==> config.mk <==
export PLATFORM = sky130hd
export DESIGN_NAME = fila
export DESIGN_NICKNAME = d
export VERILOG_FILES = /design/src/rtl/fila.sv
export SDC_FILE = /design/constraint.sdc
export NUM_CORES = 1
export LEC_CHECK = 0
export CAP_MARGIN = 20
export CORE_MARGIN = 2
export CORE_UTILIZATION = 34
export DETAILED_ROUTE_END_ITERATION = 8
export SYNTH_ARGS = -nofsm -noshare
export SYNTH_HDL_FRONTEND = slang
export SYNTH_SLANG_ARGS = --single-unit
==> constraint.sdc <==
create_clock -name clk_100KHz -period 5.9 [get_ports clk_100KHz]
set_clock_uncertainty 0.05 [all_clocks]
set_input_delay 1.18 -clock clk_100KHz [delete_from_list [all_inputs] [get_ports clk_100KHz]]
set_output_delay 1.18 -clock clk_100KHz [all_outputs]
set_load 0.02 [all_outputs]
==> src/rtl/fila.sv <==
// rtl/fila.sv - byte FIFO behind the deserializer, four-phase ready/ack capture, pop on dequeue_in.
// Optional FILA_DROP_OLDEST_EN: full queue overwrites its oldest byte instead of withholding ack_out.
`timescale 1ns/1ps
module fila #(
  parameter int DEPTH = 8,
  parameter int WIDTH = 8
) (
  input  logic                       clk_100KHz,
  input  logic                       reset,
  input  logic [WIDTH-1:0]           data_in,
  input  logic                       data_ready_in,
  output logic                       ack_out,
  input  logic                       dequeue_in,
  output logic [WIDTH-1:0]           data_out,
  output logic [$clog2(DEPTH+1)-1:0] len_out,
  output logic                       empty_out,
  output logic                       full_out
);
  localparam int AW = $clog2(DEPTH);
  localparam int LW = $clog2(DEPTH+1);
  localparam logic [LW-1:0] FULL_LEN = LW'(DEPTH);

  typedef enum logic [1:0] {IDLE, ACK, WAIT_LOW} state_t;

  state_t          state;
  logic [WIDTH-1:0] mem [DEPTH];
  logic [AW-1:0]   wr;
  logic [AW-1:0]   rd;
  logic [LW-1:0]   len;
  logic            pop;
  logic            room;
  logic            capture;
  logic            overwrite;

  assign pop = dequeue_in && (len != '0);

`ifdef FILA_DROP_OLDEST_EN
  assign room = 1'b1;
`else
  assign room = (len < FULL_LEN) || pop;
`endif

  assign capture   = (state == IDLE) && data_ready_in && room;
  // Only reachable in drop-oldest builds: the new byte lands on the oldest slot.
  assign overwrite = capture && !pop && (len == FULL_LEN);

  assign len_out   = len;
  assign empty_out = (len == '0);
  assign full_out  = (len == FULL_LEN);

  always_ff @(posedge clk_100KHz) begin
    if (capture) begin
      mem[wr] <= data_in;
    end
  end

  always_ff @(posedge clk_100KHz or posedge reset) begin
    if (reset) begin
      state    <= IDLE;
      ack_out  <= 1'b0;
      data_out <= '0;
      wr       <= '0;
      rd       <= '0;
      len      <= '0;
    end else begin
      if (capture) begin
        wr <= wr + 1'b1;
      end
      if (pop) begin
        data_out <= mem[rd];
      end
      if (pop || overwrite) begin
        rd <= rd + 1'b1;
      end

      if (capture && !pop && !overwrite) begin
        len <= len + 1'b1;
      end else if (pop && !capture) begin
        len <= len - 1'b1;
      end

      case (state)
        IDLE: begin
          if (capture) begin
            state   <= ACK;
            ack_out <= 1'b1;
          end else begin
            ack_out <= 1'b0;
          end
        end
        ACK: begin
          state   <= WAIT_LOW;
          ack_out <= 1'b0;
        end
        WAIT_LOW: begin
          ack_out <= 1'b0;
          // Hold here until the deserializer releases ready, so one byte is never taken twice.
          if (!data_ready_in) begin
            state <= IDLE;
          end
        end
        default: begin
          state   <= IDLE;
          ack_out <= 1'b0;
        end
      endcase
    end
  end
endmodule

# Yosys cells after proc, flatten, opt, wreduce, memory -nomap -nowiden
# Memory sizes are Yosys's and may differ from the RTL's. A register that Yosys moved wholly into a read port is not among the register bits.
# Index checks and enable logic that the tools add are counted.
# word_totals
latchBits	0
mem_bits_rw	64
output_inout_bits	15
input_bits	12
mem_bits_ro	0
mem_count	1
ff_bits	13
word_cells	41
# classes
muxes	8
bitwise	0
multipliers	0
n_reduce_logical	17
add_sub_neg	4
eq_ne	5
order_cmp	1
n_div	0
shifts	0
# memory_table
name	depth	width	rd	rd_ports_with_merged_regs	write_ports	line	source
mem	8	8	1	1	1	26	logic [WIDTH-1:0] mem [DEPTH];
# ops
cell	n
2-to-1 mux 4 bit	2
logical AND 1 bit	7
adder 3 x 1 -> 3 bit (second input constant)	2
case mux 2 bit (3 select lines)	1
adder 4 x 1 -> 4 bit (second input constant)	1
== test 4 bit (second input constant)	1
logical NOT 4 bit	1
less-than comparator 4 bit (second input constant)	1
2-to-1 mux 2 bit	2
inequality test 2 bit (second input constant)	2
nonzero test 4 bit	1
subtractor 4 x 1 -> 4 bit (second input constant)	1
logical NOT 1 bit	3
2-to-1 mux 1 bit	3
== test 2 x 1 -> 1 bit (second input constant)	1
== test 2 bit (second input constant)	1
logical NOT 2 bit	1
logical OR 1 bit	2
AND reduction 2 bit	1
nonzero test 2 bit	1

# Longest topological paths before layout
# Gate-level depths: netlist of the first run.
# depth
depth_word	9
ltp_mapped	9
ltp_nobuf	8

# Worst setup path before layout of the first run
# No wires, ideal clock.
# synth_path
path_kind	input port to flip-flop
start	input port dequeue_in
end	register len[3], in the netlist len_out[3]
arrival_time_ns	3.042
setup_slack_ns	2.684
setup_ns	0.124
cell_stages	8
path_cell_list	clkbuf_1 > nor2_1 > o21ai_0 > ha_1 > a21o_1 > a21oi_1 > mux2_2 > a211o_1
# synth_via
elab_chain_len	8
elab_cells_between_ends	12
classes_between	1 x mux; 11 x reduce/logical
# synth_rtl
element	line	source
from (decl)	13	input logic dequeue_in,
logical AND 1 bit (*)	35	assign pop = dequeue_in && (len != '0);
logical OR 1 bit	40	assign room = (len < FULL_LEN) || pop;
logical AND 1 bit	43	assign capture = (state == IDLE) && data_ready_in && room;
logical AND 1 bit	45, 76	
logical AND 1 bit	45	assign overwrite = capture && !pop && (len == FULL_LEN);
logical NOT 1 bit	76	if (capture && !pop && !overwrite) begin
logical AND 1 bit	76	
2-to-1 mux 4 bit or nonzero test 2 bit (tied branches)	n/a	
to (signal assigned)	77	len <= len + 1'b1;
to (signal assigned)	79	len <= len - 1'b1;
to (decl)	29	logic [LW-1:0] len;
# Every way passes the cells marked *; elsewhere a longest branch is shown, timed or not.
# A chain may end at the register's enable or synchronous reset.

# Worst setup path after layout of the first run
# layout_path
start	input port data_ready_in
end	register len[3], in the netlist len_out[3]
# layout_via
elab_chain_len	7
elab_cells_between_ends	10
classes_between	1 x mux; 9 x reduce/logical
# layout_rtl
element	line	source
from (decl)	11	input logic data_ready_in,
logical AND 1 bit (*) (2 in a row)	43	
logical AND 1 bit	45, 76	
logical AND 1 bit	45	
logical NOT 1 bit	76	
logical AND 1 bit	76	
2-to-1 mux 4 bit or nonzero test 2 bit (tied branches)	n/a	
# Marked as above.

==> out/qor.yml, run 1 <==
worst_hold_path:
  worstHoldStart: "data_out[0]"
  min_path_type: "reg2reg"
worst_setup_path:
  crit_chain: "clkdlybuf4s50_1 -> nor3b_2 -> o21ai_0 -> ha_1 -> a21o_1 -> a21oi_1 -> mux2_2 -> a211o_1"
  endpoint: "len_out[3]"
  worstSetupPathType: "in2reg"
  cp-start-kind: "primary input"
  crit_path_end_kind: "flop"
  crit_arrival_ns: 3.74
  timing.rr.end: "len_out[3]"
  reg2reg_from: "len_out[1]"
  crit_required_ns: 6.08
  max_stage_delay_ns: 0.50
  r2r_cells: 8
  crit_fanout: 6
  slowest_stage: "clkdlybuf4s50_1"
  regToRegSetupSlack_ns: 2.97
  setup.worst_path.start: "data_ready_in"
cells_and_area:
  post-route-cell-area_mm2: 0.004044
  final_cell_mix: "64 x edfxtp_1, 26 x clkdlybuf4s50_1, 21 x dfrtp_1"
  insertedDiodeCount: 0
  areaGrowthSynthToFinish_pct: 17.48
  layout_commonest_cell: "edfxtp_1"
  fin_util_pct: 41.18
  num-fill-cells: 934
  fin_nets: 245
  drive_above_1_share_pct: 18.03
synthesis:
  synth_cells: 197
  synth_warnings: 0
  syn_nets: 214
  synth_area_mm2: 0.003442
  ys.flop_type: "edfxtp_1"
  yosys.area.top_type: "edfxtp_1"
  avgSynthCellArea_um2: 17.47
  yosysSeqAreaShare_pct: 71.10
  async_reset_ff_share_pct: 24.71
  synth.area.top_cells: "edfxtp_1 56%, dfrtp_1 15%, mux4_2 10%"
  ys_types: 33
  synth_edf_count: 64
  netlist.area_leader.share_pct: 55.83
  ys_seq_elements: 85
sta:
  rsz0062_at_grt: "no"
  final_hold_viol_count: 0
  worst_pin_slew_ns: 0.9964
  layout_min_cycle_time_ns: 3.564
  setup-tns-final_ns: 0
  fin_crit_sh_pct: 60.41
  drv_slew: 0
  maxSlewHeadroom_pct: 33.33
  setup_viol: 0
  fmax_mhz: 280.5
power:
  pwr-share-comb_pct: 32.9
  p_sw_mw: 0.6156
  power_density_mw_per_mm2: 466.4
  p_int_mw: 1.270
  pwr-share-seq_pct: 46.0
  pwr-share-clk_pct: 21.1
  max-vdd-ir-drop_mv: 0.1732
  leakage_nw: 1.394
  swShare_pct: 32.64
  total_power_mw: 1.886
clock_network:
  clock-sinks: 85
  ctsHoldBuffers: 0
  tritoncts: "done"
  clkSlewWorstSetupHoldPaths_ns: 0.08
  post_cts_buffers: 0
  clock_path_buffers: 2
  cts_resized: 0
  root_buffer: "clkbuf_8"
  numCtsBuffers: 9
  htree_levels: 3
  clkLatencyLatePin_ns: 0.35
drt:
  drc: 0
  drt-total-wl_mm: 6.166
  via_count: 1745
  vias_per_cell: 4.768
  avgRoutedWirePerCell_um: 16.85
  ant_nets: 0
  drt_iter0_drc: 81
  dr.pass1.iters: 4
grt:
  grt_pass1_wl_mm: 9.811
  gr-usage-all-layers_pct: 12.15
  antenna_found_initial: 0
  grt_max_degree: 22
  grt_overflow: 0
  grt_pass1_vias: 1750
die:
  die_h_um: 104.6
  coreArea_mm2: 0.009819
  rows: 36
  die_width_um: 104.6
  ios: 27
  die_area_mm2: 0.01094
  start_util_pct: 35.05
outcome:
  status: "finished, final reports clean"
place:
  routabilityCongestion: 0.7893
  hpwl_mm: 3.927
  port_buffers: 26
  placed_area_mm2: 0.003852
job:
  max-cap-violations: 0
-- cell type report --
type	instances	area (um2)	share of cell area, %
flip-flops and latches	85	2447	60.52
multi-input cells	100	943.4	23.33
inverters	3	12.51	0.3094
well taps	133	166.4	4.115
clock inverters	6	63.81	1.578
repair buffers	29	282.8	6.993
clock buffers	10	127.6	3.156
-- per-layer routing --
| layer | GRT usage [%] | wire [um] | vias to the layer above |
|---|---|---|---|
| met4 | 4.286 | 99 | 0 |
| met3 | 4.304 | 247 | 7 |
| met5 | 0 | 0 | - |
| met2 | 17.74 | 2797 | 42 |
| met1 | 16.84 | 3021 | 871 |
| li1 | - | - | 825 |
-- power groups by stage --
stage	clock network [mW]	logic, mW	registers [mW]
after floorplan	0	0.420	0.873
after global placement	0	0.616	0.881
after detailed placement	0	0.628	0.883
after CTS	0.409	0.629	0.870
after global routing	0.433	0.676	0.887
final	0.398	0.621	0.867
-- critical path: cells and delay by family --
family	cells	cell delay [ns]
AO/OA/AOI/OAI	4	0.98
buffers and inverters	1	0.50
AND/OR/NAND/NOR	1	0.36
adder cells (fa/ha/maj)	1	0.36
multiplexers	1	0.36
-- flip-flops by register name, indices dropped and copies added, names as in the netlist --
name	count
ack_out	1
data_out	8
len_out	4
mem	64
rd	3
state	2
wr	3
-- Yosys cell counts (all sizes together), types with 2 or more instances --
cell type / count
mux2i: 9
nand2b: 3
nand2: 16
mux4: 16
o21ai: 12
ha: 4
nor3: 2
dfrtp: 21
xnor2: 3
xor2: 3
a22oi: 2
nor2: 9
edfxtp: 64
clkbuf: 3
a21oi: 4
mux2: 4
inv: 2
buf: 6
nor4b: 2
-- how the worst min path moves through the flow --
| stage | to | slack (ns) | depth (start not counted) |
|---|---|---|---|
| floorplan | wr[0] | 0.43 | 1 |
| finish | data_out[0] | 0.43 | 2 |
| global route | data_out[2] | 0.45 | 2 |
| global placement | data_out[4] | 0.41 | 2 |
| CTS | data_out[1] | 0.44 | 2 |
| detailed placement | data_out[2] | 0.42 | 2 |
-- kinds of logic after synthesis --
| logic type | after synthesis | synth area share [%] |
|---|---|---|
| flops | 85 | 71.10 |
| xor+xnor | 6 | 1.527 |
| fa+ha+maj | 5 | 2.036 |
| compound gates | 23 | 4.108 |
| mux | 29 | 14.39 |
| simple gates | 37 | 5.344 |
| buf+inv | 12 | 1.490 |
-- metrics by stage --
stage          setup slack, ns  instances  hold WS, ns
3_5_place_dp             1.986        350       0.4186
6_report                 2.336        366       0.4298
3_3_place_gp             1.849        348       0.4128
5_1_grt                  2.145        366       0.4523
4_1_cts                  2.358        366       0.4363
2_1_floorplan            2.684        197       0.4305
(Power assumes the default switching activity.)
==> run 2, diff against run 1 <==
==> constraint.sdc (replaced) <==
create_clock -name clk_100KHz -period 2.96 [get_ports clk_100KHz]
set_clock_uncertainty 0.05 [all_clocks]
set_input_delay 0.592 -clock clk_100KHz [delete_from_list [all_inputs] [get_ports clk_100KHz]]
set_output_delay 0.592 -clock clk_100KHz [all_outputs]
set_load 0.02 [all_outputs]
==> out/qor.yml, run 2 (same netlist as run 1, synthesis figures left out) <==
sta:
  fin_crit_sh_pct: 91.03
  layout_min_cycle_time_ns: 2.694
  maxSlewHeadroom_pct: 44.22
  setup_viol: 0
  rsz0062_at_grt: "no"
  final_hold_viol_count: 0
  setup-tns-final_ns: 0
  worst_pin_slew_ns: 0.8358
  drv_slew: 0
  fmax_mhz: 371.1
clock_network:
  clkLatencyLatePin_ns: 0.36
  clkSlewWorstSetupHoldPaths_ns: 0.09
  post_cts_buffers: 0
  numCtsBuffers: 9
  tritoncts: "done"
  clock-sinks: 85
  root_buffer: "clkbuf_8"
  htree_levels: 3
  cts_resized: 0
  clock_path_buffers: 2
  ctsHoldBuffers: 0
worst_hold_path:
  min_path_cells: 2
  min_path_type: "reg2reg"
  worstHoldStart: "data_out[1]"
  hold_path_end: "data_out[1]"
place:
  port_buffers: 26
  routabilityCongestion: 0.8069
  hpwl_mm: 4.099
worst_setup_path:
  crit_fanout: 6
  cp-start-kind: "flop"
  crit_arrival_ns: 2.05
  timing.rr.end: "len_out[3]"
  regToRegSetupSlack_ns: 0.30
  reg2reg_from: "len_out[2]"
  crit_required_ns: 2.32
  crit_path_end_kind: "output pin"
  r2r_cells: 8
  slowest_stage: "clkdlybuf4s50_1"
  crit_chain: "or4_4 -> clkinv_2 -> clkdlybuf4s50_1"
  max_stage_delay_ns: 0.60
  worstSetupPathType: "reg2out"
cells_and_area:
  areaGrowthSynthToFinish_pct: 21.85
  top_register: "mem"
  final_cell_mix: "64 x edfxtp_1, 26 x clkdlybuf4s50_1, 21 x dfrtp_1"
  drive_above_1_share_pct: 23.39
  fin_util_pct: 42.71
  layout_commonest_cell: "edfxtp_1"
  fin_nets: 260
  largest_reg_flops: 64
  insertedDiodeCount: 0
power:
  max-vdd-ir-drop_mv: 0.3311
  leakage_nw: 1.489
  power_density_mw_per_mm2: 947.3
  total_power_mw: 3.973
drt:
  dr.pass1.iters: 5
  drt-total-wl_mm: 6.305
  ant_nets: 0
  drc: 0
  avgRoutedWirePerCell_um: 16.55
  vias_per_cell: 4.714
  via_count: 1796
  drt_iter0_drc: 47
job:
  max-cap-violations: 0
die:
  die_width_um: 104.6
  rows: 36
  start_util_pct: 35.05
  ios: 27
  die_h_um: 104.6
  die_area_mm2: 0.01094
  coreArea_mm2: 0.009819
grt:
  gr-usage-all-layers_pct: 12.31
  grt_overflow: 0
  grt_max_degree: 22
  grt_pass1_wl_mm: 10.01
  antenna_found_initial: 0
  grt_pass1_vias: 1870
outcome:
  status: "finished, final reports clean"
==> run 2: cell count changes in the layout (fill, tap and decap cells not counted), sizes merged <==
cell	change
bufinv	+1
clkinv	-1
clkinvlp	-1
inv	+2
buf	+15
clkbuf	-1
==> run 2: routing by layer <==
metal,part of all wire [%],GRT usage [%]
met3,3.6,2.620
met2,46,18.86
met4,2.1,6.000
met1,48,16.71
met5,0,0
==> run 2: cell type report <==
cell class | count | area (um2)
tap | 133 | 166.4
timing repair buffer | 44 | 395.4
multi-input combinational | 100 | 943.4
fill | 918 | 5625
sequential | 85 | 2447
inverter | 3 | 12.51
clock inverter | 7 | 105.1
clock buffer | 9 | 123.9
==> run 2: stage by stage <==
stage          hold slack, ns  std cells  worst slack (ns)  cell area [um2]
3_5_place_dp           0.4191        365           0.06218             3965
4_1_cts                0.4387        381            0.2572             4194
6_report               0.4310        381            0.2655             4194
2_1_floorplan          0.4305        197           0.09592             3442
3_3_place_gp           0.4127        365            0.1010             3965
5_1_grt                0.4658        381            0.1861             4194
==> run 2: worst max path at each step <==
stage / start / endpoint / slack [ns] / cells after the start
final: len_out[2] / empty_out / 0.27 / 3
after global routing: len_out[2] / len_out[3] / 0.19 / 8
after detailed placement: data_ready_in / len_out[3] / 0.06 / 8
after global placement: data_ready_in / len_out[3] / 0.10 / 8
after floorplan: len_out[0] / len_out[3] / 0.1 / 8
after CTS: len_out[2] / empty_out / 0.26 / 3
==> run 2: power breakdown <==
group / total [mW] / switching (mW) / internal [mW]
Combinational: 1.35 / 0.634 / 0.715
Clock: 0.927 / 0.440 / 0.487
Sequential: 1.70 / 0.202 / 1.49
==> run 2: critical path: cells and delay by family, from the launching register on <==
kind	cells	cell delay (ns)
buffers and inverters	2	0.70
flip-flops	1	0.46
AND/OR/NAND/NOR	1	0.54
==> run 3, diff against run 2 <==
--- a/config.mk
+++ b/config.mk
@@ -6,9 +6,12 @@
 export NUM_CORES = 1
 export LEC_CHECK = 0
 export CAP_MARGIN = 20
+export CELL_PAD_IN_SITES_DETAIL_PLACEMENT = 1
+export CELL_PAD_IN_SITES_GLOBAL_PLACEMENT = 1
 export CORE_MARGIN = 2
 export CORE_UTILIZATION = 34
 export DETAILED_ROUTE_END_ITERATION = 8
+export PLACE_DENSITY_LB_ADDON = 0.1
 export SYNTH_ARGS = -nofsm -noshare
 export SYNTH_HDL_FRONTEND = slang
 export SYNTH_SLANG_ARGS = --single-unit
==> constraint.sdc (replaced) <==
create_clock -name clk_100KHz -period 2.96 [get_ports clk_100KHz]
set_clock_uncertainty 0.05 [all_clocks]
set_input_delay 0.888 -clock clk_100KHz [delete_from_list [all_inputs] [get_ports clk_100KHz]]
set_output_delay 0.888 -clock clk_100KHz [all_outputs]
set_load 0.02 [all_outputs]
==> out/qor.yml, run 3 (same netlist as run 1, synthesis figures left out) <==
sta:
  setup-tns-final_ns: 0
  layout_min_cycle_time_ns: 2.823
  final_hold_viol_count: 0
  fmax_mhz: 354.2
  setup_viol: 0
  hold_slack_ns: 0.4448
  fin_crit_sh_pct: 95.38
  worst_pin_slew_ns: 0.8773
  rsz0062_at_grt: "no"
  maxSlewHeadroom_pct: 41.51
  drv_slew: 0
cells_and_area:
  areaGrowthSynthToFinish_pct: 21.66
  num-fill-cells: 1003
  insertedDiodeCount: 0
  top_register: "mem"
  multiInputGateArea_um2: 947.2
  fin_nets: 262
  final_cell_mix: "64 x edfxtp_1, 25 x clkdlybuf4s50_1, 21 x dfrtp_1"
  seq_area_mm2: 0.002447
  largest_reg_flops: 64
  layout_commonest_cell: "edfxtp_1"
  instances_no_fill: 383
  drive_above_1_share_pct: 24.40
die:
  die_width_um: 104.6
  ios: 27
  die_h_um: 104.6
  coreArea_mm2: 0.009819
  die_area_mm2: 0.01094
  start_util_pct: 35.05
  rows: 36
drt:
  avgRoutedWirePerCell_um: 19.22
  vias_per_cell: 4.924
  drt_iter0_drc: 84
  dr.pass1.iters: 4
  via_count: 1886
  ant_nets: 0
  drt-total-wl_mm: 7.360
  drc: 0
clock_network:
  clkSlewWorstSetupHoldPaths_ns: 0.09
  ctsHoldBuffers: 0
  htree_levels: 3
  root_buffer: "clkbuf_8"
  clock-sinks: 85
  clock_path_buffers: 2
  clkLatencyLatePin_ns: 0.36
  tritoncts: "done"
  numCtsBuffers: 9
  post_cts_buffers: 0
worst_hold_path:
  min_path_type: "reg2reg"
grt:
  grt_pass1_vias: 2074
  antenna_found_initial: 0
  gr-usage-all-layers_pct: 14.50
  grt_pass1_wl_mm: 11.61
  grt_overflow: 0
  grt_max_degree: 22
worst_setup_path:
  cp-start-kind: "flop"
  crit_arrival_ns: 1.89
  crit_fanout: 5
  worstSetupPathType: "reg2out"
  crit_required_ns: 2.02
  crit_path_end_kind: "output pin"
place:
  routabilityCongestion: 0.7800
  placed_cells: 367
  port_buffers: 26
  hpwl_mm: 4.999
power:
  max-vdd-ir-drop_mv: 0.3494
  power_density_mw_per_mm2: 955.1
  leakage_nw: 1.497
  total_power_mw: 4.000
job:
  max-cap-violations: 0
outcome:
  status: "finished, final reports clean"
==> run 3: worst paths after layout <==
check	from	end	slack, ns	cells after the start
max	len_out[0]	full_out	0.14	3
min	data_out[0]	data_out[0]	0.44	2
max reg2reg	len_out[2]	len_out[3]	0.36	8
min reg2reg	data_out[0]	data_out[0]	0.44	2
max in group asynchronous	reset	rd[1]	1.38	2
min in group asynchronous	reset	data_out[7]	0.95	2
==> run 3: area by class of cell <==
type | count | share of cell area [%]
clock inverter | 7 | 1.942
timing repair buffer | 46 | 9.770
tap | 133 | 3.974
multi-input combinational | 100 | 22.62
inverter | 3 | 0.2988
clock buffer | 9 | 2.958
sequential | 85 | 58.44
==> run 3: metrics by stage <==
stage	setup slack (ns)	cell area [um2]	utilization, %
4_1_cts	0.05297	4184	42.61
5_1_grt	0.03284	4188	42.65
3_3_place_gp	-0.2174	3980	40.53
2_1_floorplan	0.03604	3442	-
6_report	0.1368	4188	42.65
3_5_place_dp	-0.3327	3980	40.53
==> run 3: repair_timing <==
| item | CTS | global route |
|---|---|---|
| gates resized for setup | 1 | 2 |
| setup endpoints to repair | 1 | 2 |
| cloned | 0 | 0 |
| endpoints found under the hold margin | 0 | 0 |
==> run 3: per-layer routing <==
layer	global-route usage [%]	routed length, um
met1	18.32	3234
met2	24.70	3797
met3	3.493	290
met4	4.571	37
met5	0	0
==> run 3: where the power goes <==
group / total, mW / internal [mW] / switching [mW]
clock: 0.853 / 0.403 / 0.450
sequential: 1.71 / 1.49 / 0.214
combinational: 1.44 / 0.745 / 0.693
total: 4.00 / 2.64 / 1.36
==> run 3: worst max-delay path: stages, from the launching register on <==
cell,delay (ns)
dfrtp_1,0.39
buf_4,0.17
nor4b_1,0.31
clkdlybuf4s50_1,0.66
